## src/rtl/paralleltoserial.sv

```systemverilog
// Byte-wide to MSB-first serial converter: four COM bytes of preamble, then
// held data bytes or fill bytes. Define PTS_IDLE_FILL_EN to fill with IDL instead of COM.
module paralleltoserial #(
  parameter logic [7:0] COM = 8'hBC,
  parameter logic [7:0] IDL = 8'h7C
) (
  input  logic       clk_32f,
  input  logic       reset_L,
  input  logic [7:0] data_in,
  input  logic       valid_in,
  output logic       ready_out,
  output logic       data_out,
  output logic       active_out
);

`ifdef PTS_IDLE_FILL_EN
  localparam logic FILL_SEL = 1'b1;
`else
  localparam logic FILL_SEL = 1'b0;
`endif
  localparam logic [7:0] FILL = FILL_SEL ? IDL : COM;

  typedef enum logic {
    PREAMBLE = 1'b0,
    ACTIVE   = 1'b1
  } state_t;

  state_t     state_r, state_nxt_s;
  logic [2:0] bit_cnt_r;
  logic [1:0] com_cnt_r, com_cnt_nxt_s;
  logic       com_wrap_r, com_wrap_nxt_s;
  logic [7:0] shift_r, shift_nxt_s;
  logic [7:0] hold_r, hold_nxt_s;
  logic       full_r, full_nxt_s;
  logic       data_out_nxt_s;
  logic       load_s, accept_s, unload_s, sel_active_s;

  // Next-state, byte selection and holding-register update
  always_comb begin
    state_nxt_s    = state_r;
    com_cnt_nxt_s  = com_cnt_r;
    com_wrap_nxt_s = com_wrap_r;
    shift_nxt_s    = shift_r;
    unload_s       = 1'b0;
    sel_active_s   = 1'b0;
    load_s         = (bit_cnt_r == 3'd0);
    accept_s       = valid_in & ready_out;

    // com_wrap_r marks that all four preamble bytes have been loaded
    case (state_r)
      PREAMBLE: begin
        if (load_s && com_wrap_r) begin
          sel_active_s = 1'b1;
          state_nxt_s  = ACTIVE;
        end else begin
          sel_active_s = 1'b0;
        end
      end
      ACTIVE: begin
        sel_active_s = 1'b1;
      end
      default: begin
        state_nxt_s = PREAMBLE;
      end
    endcase

    if (load_s) begin
      if (sel_active_s) begin
        if (full_r) begin
          shift_nxt_s = hold_r;
          unload_s    = 1'b1;
        end else begin
          shift_nxt_s = FILL;
        end
      end else begin
        shift_nxt_s    = COM;
        com_cnt_nxt_s  = com_cnt_r + 2'd1;
        com_wrap_nxt_s = com_wrap_r | (com_cnt_r == 2'd3);
      end
      data_out_nxt_s = shift_nxt_s[7];
    end else begin
      data_out_nxt_s = shift_r[3'd7 - bit_cnt_r];
    end

    if (accept_s) begin
      full_nxt_s = 1'b1;
      hold_nxt_s = data_in;
    end else if (unload_s) begin
      full_nxt_s = 1'b0;
      hold_nxt_s = hold_r;
    end else begin
      full_nxt_s = full_r;
      hold_nxt_s = hold_r;
    end
  end

  // State and output registers
  always_ff @(posedge clk_32f or negedge reset_L) begin
    if (!reset_L) begin
      state_r    <= PREAMBLE;
      bit_cnt_r  <= 3'd0;
      com_cnt_r  <= 2'd0;
      com_wrap_r <= 1'b0;
      shift_r    <= 8'h00;
      hold_r     <= 8'h00;
      full_r     <= 1'b0;
      data_out   <= 1'b0;
      ready_out  <= 1'b0;
      active_out <= 1'b0;
    end else begin
      state_r    <= state_nxt_s;
      bit_cnt_r  <= bit_cnt_r + 3'd1;
      com_cnt_r  <= com_cnt_nxt_s;
      com_wrap_r <= com_wrap_nxt_s;
      shift_r    <= shift_nxt_s;
      hold_r     <= hold_nxt_s;
      full_r     <= full_nxt_s;
      data_out   <= data_out_nxt_s;
      ready_out  <= ~full_nxt_s;
      active_out <= (state_nxt_s == ACTIVE);
    end
  end

endmodule
```

## config.mk

```make
export PLATFORM = sky130hd
export DESIGN_NAME = paralleltoserial
export DESIGN_NICKNAME = d
export VERILOG_FILES = /design/src/rtl/paralleltoserial.sv
export SDC_FILE = /design/constraint.sdc
export NUM_CORES = 1
export LEC_CHECK = 0
export CORE_MARGIN = 2
export CORE_UTILIZATION = 59
export CTS_CLUSTER_DIAMETER = 200
export CTS_CLUSTER_SIZE = 10
export DETAILED_ROUTE_END_ITERATION = 10
export DONT_BUFFER_PORTS = 1
export PLACE_DENSITY_LB_ADDON = 0.12
export SYNTH_ARGS = -nofsm -noshare
export SYNTH_HDL_FRONTEND = slang
export SYNTH_SLANG_ARGS = --single-unit
```

## constraint.sdc

```tcl
create_clock -name clk_32f -period 1.8 [get_ports clk_32f]
set_input_delay 0.27 -clock clk_32f [delete_from_list [all_inputs] [get_ports clk_32f]]
set_output_delay 0.27 -clock clk_32f [all_outputs]
set_load 0.02 [all_outputs]
```

==> summary.txt, run 1 <==
Floorplan
  • Initial Util: 0.624
  • Core Area: 0.00171 sq mm
  • Die H: about 47 microns
  • Rows: 15
  • I/O Pins: 14
  • DIE WIDTH: about 47 microns
  • DIE AREA: around 0.0022 sq mm

Setup path
  • R2r setup slk: 0.13 ns
  • CP Launch Type: flip-flop
  • Worst setup path class: reg2reg
  • CP required: 2.02 ns
  • Critical path arrival: 1.89 ns
  • Crit path max fanout: 8
  • Crit. End Element: flip-flop

Pwr
  • Leakage power: around 0.56 nW
  • Worst IR drop on VDD: 0.801 mV
  • Power Density: between 1000 and 1500 mW/mm^2

Place
  • GP Congestion: 0.766
  • Port Buffer Count: 0
  • HPWL after DPL: approximately 1.2 mm
  • Placed instance count: 102
  • DP Worst Slack: between 0.15 and 0.2 ns
  • DP Area: roughly 0.0011 sq mm

Timing
  • Tcrit/Tclk final: 0.925
  • Hold WS: between 0.08 and 0.09 ns
  • Slew Viols, Final: 0
  • Setup WS post-layout: 0.134 ns
  • Slew @ Worst Pin: between 0.5 and 0.6 ns
  • Setup tns final: 0 ns
  • RSZ-0062 raised after global routing: false
  • Max Clk Rate: 600 MHz
  • Setup violations, final: 0
  • Final Critical Period: 1.67 ns
  • Final hold vios: 0
  • Max Clock Skew: ~0.0071 ns
  • Relative slew slack: 0.656

Clock network
  • CTS Buf Count: 3
  • CTS clock-pin slew for the worst setup and hold paths: approximately 0.14 ns
  • CTS root buf: clkbuf_4
  • Clock sink total: 26
  • CTS tree: yes
  • H-tree level count: 1
  • PostCTS Resize Cnt: 0
  • Clock latency on the worst-skew pair: between 0.3 and 0.4 ns
  • Clock tree buffer depth: 2

GRT
  • GR Overflow Total: 0
  • Initial antenna violation count: 0
  • Gr usage total: 0.171
  • First-pass GRT wire length: ~2.5 mm
  • Largest net degree at the start of global routing: 27
  • Vias in the first global route: approximately 580

Layout
  • Commonest non-fill, non-tap cells in the layout: dfrtp_1 (26), mux2_2 (9), nand2_1 (6)
  • Design Area, Final: between 0.001 and 0.0015 sq mm
  • Syn-to-layout area delta: 11.0%
  • Commonest non-fill, non-tap cell in the layout: dfrtp_1
  • Final nets: just under 100
  • Fill count: between 100 and 150
  • Layout cells sized above 1: 0.241
  • Antenna Cells: 0
  • Non-Filler Instances: around 110
  • FF/Latch Area: roughly 650 sq um
  • Area of the multi-input gates: 393 sq um

Yosys
  • Post-synth top flop: dfrtp_1
  • Synth Register Bits: 26
  • Post-Syn Instances: 76
  • Top cell type's share of synthesized area: 0.610
  • Yosys cell types: 23
  • FFs w/ async S/R, synth: 1.00
  • Post-Synthesis Cell Area: roughly 0.0011 sq mm
  • EDFF count, synth: 0
  • Ys Warns: 0
  • Syn nets: 90
  • Seq/Total Area, Yosys: 0.610
  • Avg Cell Area, Syn: ~14 sq um
  • Cell taking the most area after synthesis: dfrtp_1
  • Synth area leaders: dfrtp_1 (61%), mux2_2 (9.5%), ha_1 (3.5%)

Routing
  • Number of remaining DRC errors: 0
  • DRT antenna net count: 0
  • Routed WL per cell: about 15 microns
  • First-pass iteration count of the detailed router: 4
  • 1st-iter DRT viols: 17
  • WL final: 1.58 mm
  • Via count: roughly 610
  • Vias per cell: 5.68

Status
  • Status: complete, no violations

Min path
  • Hold Path Class: in2reg

Run
  • MaxCap Viol Count: 0
[metal layers]
| metal | GRT usage | wire (microns) | up-vias |
|---|---|---|---|
| met3 | 0.0275 | 71 | 4 |
| met1 | 0.232 | 721 | 304 |
| met5 | 0 | 0 | - |
| met2 | 0.253 | 758 | 19 |
| met4 | 0.109 | 30 | 0 |
| li1 | - | - | 286 |
[metrics by stage]
step	total power, mW	util
finish	1.30	0.693
global route	1.35	0.693
CTS	1.31	0.693
detailed placement	0.901	0.645
global placement	0.892	0.645
floorplan	0.865	-
[area by class of cell]
class / instances / share of cell area
timing repair buffer: 4 / 0.0381
clock buffer: 3 / 0.0190
inverter: 3 / 0.00951
tap: 25 / 0.0264
clock inverter: 1 / 0.0254
sequential: 26 / 0.550
multi-input combinational: 46 / 0.332
[state kept, by name, summed over array words and instances (netlist names)]
name	flops
hold_r	8
shift_r	8
bit_cnt_r	3
com_cnt_r	2
com_wrap_r	1
data_out	1
full_r	1
ready_out	1
state_r	1
[cells by family after synthesis]
logic type,after synthesis,share of synthesized area
adders and majority gates,3,0.0352
and+or+nand+nor,16,0.0845
muxes,12,0.135
DFF,26,0.610
AOI/OAI and AO/OA,13,0.0974
buffers and inverters,4,0.0211
xor gates and xnor gates,2,0.0164
[final timing paths]
kind | start | to | cells past startpoint
setup / recovery | bit_cnt_r[1] | com_cnt_r[1] | 5
hold reg to reg | bit_cnt_r[0] | bit_cnt_r[0] | 1
min in group asynchronous | reset_L | shift_r[7] | 2
setup reg to reg | bit_cnt_r[1] | com_cnt_r[1] | 5
max in group asynchronous | reset_L | hold_r[2] | 2
hold / removal | data_in[1] | hold_r[1] | 1
[synthesized netlist by cell type (all sizes together) (2+ instances only)]
cell type / n
mux2: 9
ha: 3
mux2i: 2
inv: 3
nor3: 3
dfrtp: 26
nor2: 2
xor2: 2
nand2: 6
nand2b: 2
o22a: 4
a22o: 3
o21ai: 3
[timing repair]
| item | CTS | global route |
|---|---|---|
| hold endpoints to repair | 26 | 0 |
| hold buffers | 2 | 0 |
| buffers inserted | 0 | 0 |
[critical path: stages, from the launching register on]
cell	delay [ns]
dfrtp_1	0.45
inv_1	0.10
ha_1	0.24
nand2b_1	0.24
nor3_4	0.21
mux2_2	0.35
[power by group]
group	internal (mW)	total, mW	switching [mW]
sequential	0.688	0.756	0.0683
clock	0.225	0.391	0.166
combinational	0.0978	0.149	0.0509
total	1.01	1.30	0.285
Power figures use the tool's default switching activity.
==> run 2: changes to the inputs <==
--- a/config.mk
+++ b/config.mk
@@ -5,7 +5,7 @@
 export SDC_FILE = /design/constraint.sdc
 export NUM_CORES = 1
 export LEC_CHECK = 0
-export CORE_MARGIN = 2
+export CORE_MARGIN = 3
 export CORE_UTILIZATION = 59
 export CTS_CLUSTER_DIAMETER = 200
 export CTS_CLUSTER_SIZE = 10
==> run 2 against run 1 <==
Against the previous run:
- final cell count down 1.9%
- cell area down 2.1%
- first-iteration DRC count down 71%
- power decreased by 8.0%
- sequential power is essentially flat
- register-to-register slack better by 0.02 ns
- via count decreased by 5.7%
- critical endpoint unchanged
- count of clock-buffer cells in the layout grew 1
- worst setup slack improved by 0.019 ns
- sequential share of layout area rose by 1.2 points
- die area rose by 8.8%
- largest power group unchanged
- critical path depth unchanged
==> summary.txt, run 2 (synthesized netlist as in run 1, its figures left out) <==
Timing
  • Relative slew slack: 0.657 (+0.000934)
  • Setup tns final: 0 ns (unchanged)
  • Max Clock Skew: 0.000962 ns (-0.00611 ns)
  • Hold WS: 0.0951 ns (+0.00678 ns)
  • Final hold vios: 0 (unchanged)
  • Max Clk Rate: 607 MHz (+1.2%)
  • Setup violations, final: 0 (unchanged)
  • RSZ-0062 raised after global routing: false
  • Tcrit/Tclk final: 0.915 (-0.0108)
  • Final Critical Period: 1.65 ns (-0.0194 ns)
  • Slew @ Worst Pin: 0.513 ns (-0.00140 ns)
  • Slew Viols, Final: 0 (unchanged)

Setup path
  • Worst r2r path cells: 5 (unchanged)
  • CP peak stage delay: 0.44 ns (about the same)
  • Crit path cell chain: inv_1, ha_1, nand2b_1, nor3_4, mux2_2
  • CP Launch Type: flip-flop
  • Buf/Inv on CP: 1 (unchanged)
  • Worst setup path class: reg2reg
  • Worst path top cell family by delay: flip-flops
  • FF-to-FF Start: bit_cnt_r[1]
  • RR Endpoint: com_cnt_r[1]
  • R2r setup slk: 0.15 ns (+0.02 ns)
  • Critical path arrival: 1.86 ns (-0.03 ns)
  • Crit. End Element: flip-flop
  • CP required: 2.01 ns (about the same)
  • Crit path max fanout: 8 (unchanged)
  • CP max stage cell: dfrtp_1

GRT
  • Vias in the first global route: 613 (+6.4%)
  • Largest net degree at the start of global routing: 27 (unchanged)
  • First-pass GRT wire length: 2.70 mm (+8.3%)
  • Gr usage total: 0.146 (-0.0244)
  • GR Overflow Total: 0 (unchanged)
  • Initial antenna violation count: 0 (unchanged)

Run
  • MaxCap Viol Count: 0 (unchanged)

Routing
  • Met2 wire len: 715 microns (-5.7%)
  • Met3 wire length: 66 microns (-7.0%)
  • Number of remaining DRC errors: 0 (unchanged)
  • Via count: 578 (-5.7%)
  • First-pass iteration count of the detailed router: 3 (-1)
  • WL final: 1.55 mm (-2.0%)
  • DRT antenna net count: 0 (unchanged)
  • Routed WL per cell: 14.6 microns (-0.18%)
  • 1st-iter DRT viols: 5 (-12)
  • Vias per cell: 5.45 (-3.9%)
  • Met1 Routed Length: 747 microns (+3.6%)
  • Max layer used: met4

Clock network
  • CTS clock-pin slew for the worst setup and hold paths: 0.13 ns (about the same)
  • CTS root buf: clkbuf_4
  • H-tree level count: 1 (unchanged)
  • CTS tree: yes
  • Clock tree buffer depth: 2 (unchanged)
  • Clock sink total: 26 (unchanged)
  • CTS Buf Count: 3 (unchanged)
  • Clock latency on the worst-skew pair: 0.31 ns (about the same)
  • Setup bufs post-CTS: 0 (unchanged)

Layout
  • Largest registers: hold_r x8, shift_r x8, bit_cnt_r x3
  • Non-Filler Instances: 106 (-1.9%)
  • Commonest non-fill, non-tap cell in the layout: dfrtp_1
  • Design Area, Final: 0.00116 sq mm (-2.1%)
  • Final nets: 97 (-1.0%)
  • Commonest non-fill, non-tap cells in the layout: dfrtp_1 (26), mux2_2 (9), nand2_1 (6)
  • Antenna Cells: 0 (unchanged)
  • Layout cells sized above 1: 0.232 (-0.00926)
  • Fill count: 102 (-15%)
  • Syn-to-layout area delta: 8.69%

Pwr
  • Worst IR drop on VDD: 0.813 mV (+1.5%)
  • Pwr Total: 1.19 mW (-8.0%)
  • Power Density: 1030 mW/mm^2 (-6.1%)
  • Leakage power: 0.545 nW (-2.0%)

Status
  • Status: complete, no violations

Min path
  • Min-Delay Path Depth: 1 (unchanged)
  • Hold Path Class: in2reg
  • Worst Hold Path EP: hold_r[4]
  • Hold path start: data_in[4]

Place
  • Port Buffer Count: 0 (unchanged)
  • DP Area: 0.00109 sq mm (-0.80%)
  • HPWL after DPL: 1.17 mm (+0.81%)
  • GP Congestion: 0.745 (-2.8%)
  • Placed instance count: 100 (-2.0%)

Floorplan
  • I/O Pins: 14 (unchanged)
  • Die H: 48.5 microns (+4.3%)
  • Initial Util: 0.669 (+0.0446)
  • DIE AREA: 0.00235 sq mm (+8.8%)
  • Core Area: 0.00159 sq mm (-6.7%)
  • DIE WIDTH: 48.5 microns (+4.3%)
  • Rows: 14 (-1)
-- run 2: how the worst max path moves through the flow --
stage,start,end,slack [ns],cells after the start
floorplan,bit_cnt_r[0],com_cnt_r[1],0.29,6
global placement,bit_cnt_r[1],com_cnt_r[1],0.25,5
detailed placement,bit_cnt_r[1],com_cnt_r[1],0.17,5
CTS,bit_cnt_r[1],com_cnt_r[1],0.15,5
global route,bit_cnt_r[1],com_cnt_r[1],0.07,5
finish,bit_cnt_r[1],com_cnt_r[1],0.15,5
-- run 2: routing by layer --
layer | up-vias | GRT usage
li1 | 283 | -
met1 | 280 | 0.203
met2 | 11 | 0.236
met3 | 4 | 0.0276
met4 | 0 | 0.0427
met5 | - | 0
-- run 2: timing repair --
| action | CTS | global route |
|---|---|---|
| gates resized for setup | 0 | 0 |
| hold buffers | 2 | 0 |
| hold endpoints to repair | 26 | 0 |
-- run 2: area by class of cell --
cell class / count / area [sq um] / share of cell area
flip-flops and latches: 26 / 651 / 0.562
repair buffers: 3 / 37.5 / 0.0324
inverters: 3 / 11.3 / 0.00972
well taps: 24 / 30.0 / 0.0259
clock buffers: 4 / 36.3 / 0.0313
multi-input cells: 46 / 393 / 0.339
-- run 2: worst reg2reg max path, cell delays in order (launching register included) --
cell      delay (ns)
dfrtp_1         0.44
inv_1           0.09
ha_1            0.23
nand2b_1        0.23
nor3_4          0.21
mux2_2          0.35
-- run 2: through the flow --
step | setup WS (ns) | utilization
global placement | 0.246 | 0.685
CTS | 0.147 | 0.727
finish | 0.154 | 0.727
floorplan | 0.290 | -
detailed placement | 0.167 | 0.685
global route | 0.0689 | 0.727
-- run 2: where the power goes --
group          internal, mW  switching, mW
clock                 0.124          0.164
sequential            0.688         0.0682
combinational        0.0979         0.0506
total                 0.909          0.283
==> run 3: changes to the inputs <==
--- a/config.mk
+++ b/config.mk
@@ -5,12 +5,14 @@
 export SDC_FILE = /design/constraint.sdc
 export NUM_CORES = 1
 export LEC_CHECK = 0
+export ABC_AREA = 1
 export CORE_MARGIN = 3
-export CORE_UTILIZATION = 59
+export CORE_UTILIZATION = 60
 export CTS_CLUSTER_DIAMETER = 200
 export CTS_CLUSTER_SIZE = 10
 export DETAILED_ROUTE_END_ITERATION = 10
 export DONT_BUFFER_PORTS = 1
+export MAX_ROUTING_LAYER = met4
 export PLACE_DENSITY_LB_ADDON = 0.12
 export SYNTH_ARGS = -nofsm -noshare
 export SYNTH_HDL_FRONTEND = slang
==> run 3 against run 2 <==
Against the previous run:
- combinational power grew 10%
- count of clock-buffer cells in the layout fell by 1
- maximum frequency grew 2.8%
- final cell count rose by 28%
- critical path type unchanged
==> summary.txt, run 3 <==
Pwr
  • Power Density: 1060 mW/mm^2 (+3.2%)
  • Leakage power: 0.572 nW (+4.9%)
  • Worst IR drop on VDD: 0.859 mV (+5.6%)

Setup path
  • Crit path max fanout: 9 (+1)
  • CP Launch Type: flip-flop
  • CP max stage cell: dfrtp_1
  • FF-to-FF Start: bit_cnt_r[0]
  • Worst setup path class: reg2reg
  • CP peak stage delay: 0.46 ns (+0.02 ns)
  • RR Endpoint: shift_r[4]
  • Critical path arrival: 1.84 ns (-0.02 ns)
  • CP required: 2.04 ns (+0.03 ns)
  • Worst r2r path cells: 7 (+2)
  • R2r setup slk: 0.20 ns (+0.04 ns)
  • CP most frequent cell: inv_1
  • Crit path cell chain: inv_1, ha_1, inv_1, nor2_4, buf_4, nor2_1, a31oi_1
  • Crit. End Element: flip-flop
  • Buf/Inv on CP: 3 (+2)
  • Worst path top cell family by delay: flip-flops

Routing
  • Routed WL per cell: 13.0 microns (-11%)
  • DRT antenna net count: 0 (unchanged)
  • First-pass iteration count of the detailed router: 4 (+1)
  • Vias per cell: 5.21 (-4.5%)
  • WL final: 1.76 mm (+14%)
  • Via count: 708 (+22%)
  • Number of remaining DRC errors: 0 (unchanged)
  • 1st-iter DRT viols: 14 (+9)

GRT
  • Initial antenna violation count: 0 (unchanged)
  • First-pass GRT wire length: 3.03 mm (+12%)
  • Gr usage total: 0.168 (+0.0214)
  • Vias in the first global route: 690 (+13%)
  • Largest net degree at the start of global routing: 27 (unchanged)
  • GR Overflow Total: 0 (unchanged)

Layout
  • Largest registers: hold_r x8, shift_r x8, bit_cnt_r x3
  • Non-Filler Instances: 136 (+28%)
  • FF/Latch Area: 651 sq um (unchanged)
  • Area of the multi-input gates: 407 sq um (+3.5%)
  • Final nets: 127 (+31%)
  • Commonest non-fill, non-tap cells in the layout: dfrtp_1 (26), nand2_1 (17), inv_1 (13)
  • Antenna Cells: 0 (unchanged)
  • Fill count: 122 (+20%)
  • Layout cells sized above 1: 0.196 (-0.0353)
  • Syn-to-layout area delta: 9.71%
  • Commonest non-fill, non-tap cell in the layout: dfrtp_1

Yosys
  • Post-Syn Instances: 106 (+39%)
  • Synth area leaders: dfrtp_1 (58%), mux2_2 (8.0%), nand2_1 (5.7%)
  • Post-Synthesis Cell Area: 0.00112 sq mm (+5.2%)
  • Top cell type's share of synthesized area: 0.580 (-0.0300)
  • Seq/Total Area, Yosys: 0.580 (-0.0300)
  • Cell taking the most area after synthesis: dfrtp_1
  • EDFF count, synth: 0 (unchanged)
  • Syn nets: 120 (+33%)
  • Ys Warns: 0 (unchanged)
  • FFs w/ async S/R, synth: 1.00 (unchanged)
  • Synth Register Bits: 26 (unchanged)
  • Avg Cell Area, Syn: 10.6 sq um (-25%)
  • Post-synth top flop: dfrtp_1
  • Most frequent cells after synthesis: dfrtp_1 (26), nand2_1 (17), inv_1 (13)
  • Yosys cell types: 19 (-17%)
  • Most common cell in the netlist: dfrtp_1

Floorplan
  • Initial Util: 0.688 (+0.0194)
  • I/O Pins: 14 (unchanged)
  • DIE WIDTH: 49.2 microns (+1.5%)
  • Rows: 14 (unchanged)
  • Die H: 49.2 microns (+1.5%)
  • Core Area: 0.00163 sq mm (+2.2%)
  • DIE AREA: 0.00242 sq mm (+3.0%)

Timing
  • Final hold vios: 0 (unchanged)
  • Tcrit/Tclk final: 0.890 (-0.0247)
  • Setup violations, final: 0 (unchanged)
  • Slew Viols, Final: 0 (unchanged)
  • Final Critical Period: 1.60 ns (-0.0445 ns)
  • Setup tns final: 0 ns (unchanged)
  • Relative slew slack: 0.801 (+0.144)
  • Max Clock Skew: 0.00579 ns (+0.00483 ns)
  • Max Clk Rate: 624 MHz (+2.8%)
  • RSZ-0062 raised after global routing: false
  • Slew @ Worst Pin: 0.299 ns (-0.214 ns)

Clock network
  • CTS Buf Count: 3 (unchanged)
  • Clock tree buffer depth: 2 (unchanged)
  • CTS clock-pin slew for the worst setup and hold paths: 0.14 ns (about the same)
  • PostCTS Resize Cnt: 0 (unchanged)
  • Clock latency on the worst-skew pair: 0.31 ns (about the same)
  • CTS tree: yes
  • H-tree level count: 1 (unchanged)
  • CTS root buf: clkbuf_4
  • Setup bufs post-CTS: 0 (unchanged)
  • Clock sink total: 26 (unchanged)

Min path
  • Hold path start: data_in[3]
  • Min-Delay Path Depth: 1 (unchanged)
  • Worst Hold Path EP: hold_r[3]
  • Hold Path Class: in2reg

Run
  • MaxCap Viol Count: 0 (unchanged)

Place
  • Placed instance count: 130 (+30%)
  • HPWL after DPL: 1.34 mm (+14%)
  • GP Congestion: 0.872 (+17%)
  • Port Buffer Count: 0 (unchanged)

Status
  • Status: complete, no violations
-- run 3: cell types whose count changed in the layout (fill, tap and decap cells not counted), moves of 3 or more --
cell | before | now
nand2_2 | 0 | 3
a22o_1 | 3 | 0
a31oi_1 | 0 | 4
inv_1 | 3 | 13
nand3_1 | 0 | 7
nor2_1 | 2 | 10
o22a_1 | 4 | 0
nand2_1 | 6 | 17
-- run 3: worst max-delay path by stage --
stage	startpoint	end	slack [ns]	cells after the start
finish	bit_cnt_r[0]	shift_r[4]	0.20	7
global route	bit_cnt_r[0]	shift_r[4]	0.08	7
CTS	bit_cnt_r[0]	shift_r[4]	0.21	7
detailed placement	bit_cnt_r[0]	shift_r[4]	0.24	7
global placement	bit_cnt_r[0]	com_cnt_r[0]	0.31	6
floorplan	bit_cnt_r[0]	com_cnt_r[0]	0.41	6
-- run 3: worst reg2reg max path, delay by kind of cell (launching register included) --
kind                     cells  cell delay [ns]
AND/OR/NAND/NOR              2             0.22
adder cells (fa/ha/maj)      1             0.23
buffers and inverters        3             0.46
flip-flops                   1             0.46
AO/OA/AOI/OAI                1             0.16
-- run 3: where the power goes --
part	total, mW	internal, mW	switching, mW	leakage, nW
clock	0.388	0.225	0.163	0.0279
sequential	0.754	0.688	0.0668	0.304
combinational	0.163	0.0842	0.0790	0.239
-- run 3: per-stage QoR --
step / worst slack (ns) / power (mW) / util / instance area, sq um / hold slack [ns]
floorplan: 0.413 / 0.871 / - / 1120 / -0.0256
global placement: 0.312 / 0.902 / 0.704 / 1150 / -0.0250
detailed placement: 0.245 / 0.915 / 0.704 / 1150 / -0.0250
CTS: 0.212 / 1.32 / 0.755 / 1230 / 0.0832
global route: 0.0823 / 1.38 / 0.755 / 1230 / 0.0613
finish: 0.198 / 1.31 / 0.755 / 1230 / 0.0921
-- run 3: final cells by class --
cell class,count,share of cell area
tap,24,0.0244
clock inverter,1,0.0244
multi-input combinational,65,0.331
inverter,14,0.0427
sequential,26,0.529
clock buffer,3,0.0183
timing repair buffer,3,0.0305
-- run 3: cell families after synthesis --
group,share of synthesized area
AO/OA/AOI/OAI,0.0558
XOR/XNOR,0.0156
adder cells (fa/ha/maj),0.0335
buffers and inverters,0.0569
flip-flops,0.580
multiplexers,0.0804
AND/OR/NAND/NOR,0.177
-- run 3: what timing repair did --
action                                 CTS  global route
setup endpoints to repair                0             0
endpoints found under the hold margin   26             0
hold buffers                             2             0
-- run 3: per-layer routing --
metal / routed length, microns / up-vias / track usage
li1: - / 354 / -
met1: 835 / 346 / 0.208
met2: 882 / 8 / 0.270
met3: 46 / 0 / 0.0367
met4: 0 / 0 / 0.0569
met5: 0 / - / -
